===== src/rtl/if_fetch_stage.sv =====
// Instruction-fetch stage: owns the PC and runs a single-outstanding request/response
// handshake to instruction memory, feeding the IF/ID register with instr and PC+4.
module if_fetch_stage #(
  parameter logic [31:0] RESET_PC = 32'h0000_0000
) (
  input  logic        clk,
  input  logic        reset,
  input  logic        stall,
  input  logic        redirect_valid,
  input  logic [31:0] redirect_pc,
  output logic        imem_req,
  output logic [31:0] imem_addr,
  input  logic        imem_ready,
  input  logic        imem_rvalid,
  input  logic [31:0] imem_rdata,
  output logic [31:0] if_instr,
  output logic [31:0] if_pc_next,
  output logic        if_wr_en,
  output logic        if_flush,
  output logic [31:0] fetch_pc
);

  localparam logic [1:0] ST_REQ  = 2'd0;
  localparam logic [1:0] ST_WAIT = 2'd1;
  localparam logic [1:0] ST_HOLD = 2'd2;
  localparam logic [1:0] ST_DROP = 2'd3;

  localparam logic [31:0] RESET_PC_ALIGNED = {RESET_PC[31:2], 2'b00};

  logic [1:0]  state_reg, state_next;
  logic [31:0] pc_reg, pc_next;
  logic [31:0] hold_instr_reg, hold_instr_next;
  logic [31:0] redirect_target;
  logic [31:0] pc_plus4;
  logic        deliver;

  assign redirect_target = {redirect_pc[31:2], 2'b00};
  assign pc_plus4        = pc_reg + 32'd4;

  always_comb begin
    deliver  = 1'b0;
    if_instr = 32'd0;
    case (state_reg)
      ST_WAIT: begin
        deliver  = imem_rvalid & ~stall & ~redirect_valid;
        if_instr = imem_rdata;
      end
      ST_HOLD: begin
        deliver  = ~stall & ~redirect_valid;
        if_instr = hold_instr_reg;
      end
      default: begin
        deliver  = 1'b0;
        if_instr = 32'd0;
      end
    endcase
    // Gating with reset keeps the bubble outputs correct while reset is held.
    deliver = deliver & reset;
  end

  assign if_pc_next = pc_plus4;
  assign if_flush   = ~deliver;
  assign if_wr_en   = ~stall | redirect_valid | ~reset;
  assign imem_req   = (state_reg == ST_REQ) & ~redirect_valid & reset;
  assign imem_addr  = pc_reg;
  assign fetch_pc   = pc_reg;

  always_comb begin
    state_next      = state_reg;
    pc_next         = pc_reg;
    hold_instr_next = hold_instr_reg;
    case (state_reg)
      ST_REQ: begin
        if (redirect_valid) begin
          pc_next = redirect_target;
        end else if (imem_ready) begin
          state_next = ST_WAIT;
        end
      end
      ST_WAIT: begin
        if (imem_rvalid) begin
          if (redirect_valid) begin
            pc_next    = redirect_target;
            state_next = ST_REQ;
          end else if (stall) begin
            hold_instr_next = imem_rdata;
            state_next      = ST_HOLD;
          end else begin
            pc_next    = pc_plus4;
            state_next = ST_REQ;
          end
        end else if (redirect_valid) begin
          // Response is still in flight; it must be swallowed before refetching.
          pc_next    = redirect_target;
          state_next = ST_DROP;
        end
      end
      ST_HOLD: begin
        if (redirect_valid) begin
          pc_next    = redirect_target;
          state_next = ST_REQ;
        end else if (!stall) begin
          pc_next    = pc_plus4;
          state_next = ST_REQ;
        end
      end
      default: begin
        if (redirect_valid) begin
          pc_next = redirect_target;
        end
        if (imem_rvalid) begin
          state_next = ST_REQ;
        end
      end
    endcase
  end

  always_ff @(posedge clk or negedge reset) begin
    if (!reset) begin
      state_reg      <= ST_REQ;
      pc_reg         <= RESET_PC_ALIGNED;
      hold_instr_reg <= 32'd0;
    end else begin
      state_reg      <= state_next;
      pc_reg         <= pc_next;
      hold_instr_reg <= hold_instr_next;
    end
  end

endmodule


===== config.mk =====
export PLATFORM = sky130hd
export DESIGN_NAME = if_fetch_stage
export DESIGN_NICKNAME = d
export VERILOG_FILES = /design/src/rtl/if_fetch_stage.sv
export SDC_FILE = /design/constraint.sdc
export NUM_CORES = 1
export LEC_CHECK = 0
export ABC_AREA = 1
export CAP_MARGIN = 15
export CORE_ASPECT_RATIO = 1.75
export CORE_MARGIN = 3
export CORE_UTILIZATION = 35
export DETAILED_ROUTE_END_ITERATION = 12
export PLACE_DENSITY = 0.73
export RECOVER_POWER = 100
export SLEW_MARGIN = 20
export SYNTH_ARGS = -nofsm -noshare
export SYNTH_HDL_FRONTEND = slang
export SYNTH_SLANG_ARGS = --single-unit

===== constraint.sdc =====
create_clock -name clk -period 1.9 [get_ports clk]
set_clock_uncertainty 0.05 [all_clocks]
set_input_delay 0.19 -clock clk [delete_from_list [all_inputs] [get_ports clk]]
set_output_delay 0.19 -clock clk [all_outputs]
set_load 0.05 [all_outputs]

==> out/qor.yml <==
run_status:
  outcome: "finished, violations left"
  violations: "setup timing"
critical_path:
  reg2reg_to: "fetch_pc[22]"
  cp-end-kind: "output port"
  critical_path_class: "register to output port"
  r2r-start: "fetch_pc[3]"
  worstPathRequired_ns: 1.66
  r2r_slack_ns: 0.06
  start_kind: "register"
  worst-endpoint-arrival_ns: 1.87
  cp_max_fo: 5
  r2r_cells: 12
routing:
  vias: 5579
  wl_per_cell_um: 18.51
  drt-total-wl_um: 20270
  antenna_left: 0
  drt_first_pass_iters: 4
  drt-vias-per-instance: 5.095
  drcViolationCount: 0
  drt_iter0_markers: 281
power:
  leakage_nw: 4.219
  power.total_mw: 18.57
  ir_worst_vdd_uv: 1252
  p_per_area_nw_per_um2: 2006
logic_synthesis:
  postSynthCellCount: 682
  synthDistinctLibCells: 43
  yosysWarnings: 0
  syn_nets: 756
  ys_ff_latch: 66
  synth_edf_count: 0
  ys_dominant_reg_cell: "dfrtp_1"
  syn_avg_cell_area_um2: 7.219
  syn_area_um2: 4923
  async_flop_share_pct: 100.0
  seq_area_frac_synth_pct: 33.55
worst_hold_path:
  min_path_type: "input port to asynchronous set/reset pin"
cells_and_area:
  final_common_cell: "nand2_1"
  layout-area-overhead-vs-synth_pct: 88.03
  final_cell_mix: "nand2_1, buf_4, clkdlybuf4s50_1, nor2_1"
  antenna-diode-count: 0
  fill_cells: 1015
  fin_nets: 990
  drive_gt1_share_pct: 46.58
floorplan:
  die-area_um2: 15580
  coreArea_um2: 13590
  die_h_um: 162.9
  die_w_um: 95.66
  io_pins: 201
  initial_core_util_pct: 36.22
  rows: 56
clock_network:
  ctsRootBufferMaster: "clkbuf_16"
  clkSinkCount: 66
  cts-buffers-inserted: 9
  cts.htree.levels: 3
  cts_tree: "yes"
  cts.clk_slew.worst_paths_ns: 0.06
  clk_latency_ns: 0.34
  cts.path.max_buffers: 2
job:
  drv_cap: 0
timing:
  rsz0062_at_grt: "yes"
  tightest_slew_ns: 0.8626
  fin_ws_ns: -0.2134
  fmax_mhz: 473.2
  fin_crit_ns: 2.113
  slew_headroom_pct: 42.49
  finalMaxSlewViolations: 0
  holdWs_ns: 0.1963
  hold_viol: 0
  post-route-period-util_pct: 111.2
  setup_viol: 53
place:
  dp_hpwl_um: 12790
  io_buffer_count: 198
  place.gp.congestion: 0.8683
global_routing:
  grt_pass1_vias: 5368
  overflow: 0
  grt_max_degree: 35
  antenna_found_initial: 0
  grt_pass1_wl_um: 27240
  grtUsageTotal_pct: 22.53
## report_power, final
part / internal [mW] / switching [mW] / total [mW]
clock network: 1.03 / 0.693 / 1.72
registers: 2.11 / 0.753 / 2.86
logic: 5.30 / 8.69 / 14.0
## through the flow
step	setup TNS, ns	setup WS (ns)	std cells	util, %	cell area, um^2
floorplan	-4.762	-0.2236	682	-	5274
global placement	-0.1562	-0.05593	1039	55.27	7512
detailed placement	-0.1612	-0.06098	1039	55.27	7512
CTS	-4.431	-0.2633	1075	61.12	8308
global route	-9.282	-0.2921	1095	68.11	9258
finish	-5.103	-0.2134	1095	68.11	9258
## metal layers
metal	up-vias	part of all wire, %	global-route usage, %
li1	2627	-	-
met1	2703	36	24.04
met2	208	56	41.59
met3	41	5.4	4.947
met4	0	3.2	9.067
met5	-	0	0
## how the worst max path moves through the flow
stage,start,end,cells past startpoint,slack [ns]
6_report,fetch_pc[2],if_pc_next[15],8,-0.21
5_1_grt,fetch_pc[2],if_pc_next[15],8,-0.29
2_1_floorplan,fetch_pc[2],fetch_pc[15],7,-0.22
3_3_place_gp,imem_rvalid,fetch_pc[10],9,-0.06
4_1_cts,fetch_pc[2],if_pc_next[27],9,-0.26
3_5_place_dp,imem_rvalid,fetch_pc[13],9,-0.06
## cells in the mapped netlist, drive strengths merged, types with 5 or more instances
master / instances / share of area [%]
nand2: 215 / 17
nor2: 84 / 8.4
dfrtp: 66 / 34
inv: 61 / 4.7
a21oi: 56 / 5.7
buf: 53 / 8.0
mux2: 32 / 7.3
o21ai: 30 / 3.1
nand3: 23 / 2.4
a211oi: 9 / 1.6
clkbuf: 9 / 0.69
xor2: 7 / 1.6
xnor2: 5 / 0.89
## layout make-up
class	instances	area, um^2	area share (%)
Clock buffer	9	225.2	2.433
Clock inverter	7	77.57	0.8380
Inverter	62	270.3	2.919
Multi-Input combinational cell	492	3700	39.96
Sequential cell	66	1665	17.99
Tap cell	174	217.7	2.352
Timing Repair Buffer	285	3102	33.50
## cells by family (layout without fill, tap and decap cells)
group	Yosys count	in the layout	synth area share (%)
flip-flops	66	66	33.55
adder cells (fa/ha/maj)	4	4	1.017
XOR/XNOR	12	12	2.440
multiplexers	32	32	7.319
AO/OA/AOI/OAI	109	109	12.58
buffers and inverters	124	363	13.49
AND/OR/NAND/NOR	335	335	29.61
## critical path: stages, from the launching register on
cell        delay (ns)
dfrtp_2           0.39
buf_6             0.12
clkinvlp_4        0.10
nor2_4            0.19
nand2_4           0.09
nor2_4            0.17
buf_6             0.15
xor2_4            0.16
buf_12            0.15
## repair_timing
item | 4_1_cts | 5_1_grt
cloned | 3 | 6
hold endpoints to repair | 11 | 0
gates resized for setup | 72 | 196
setup buffers | 16 | 16
hold buffers | 1 | 0
pin swaps | 34 | 54
setup endpoints to repair | 60 | 79
Note: power is estimated with default switching activity, not from simulation.
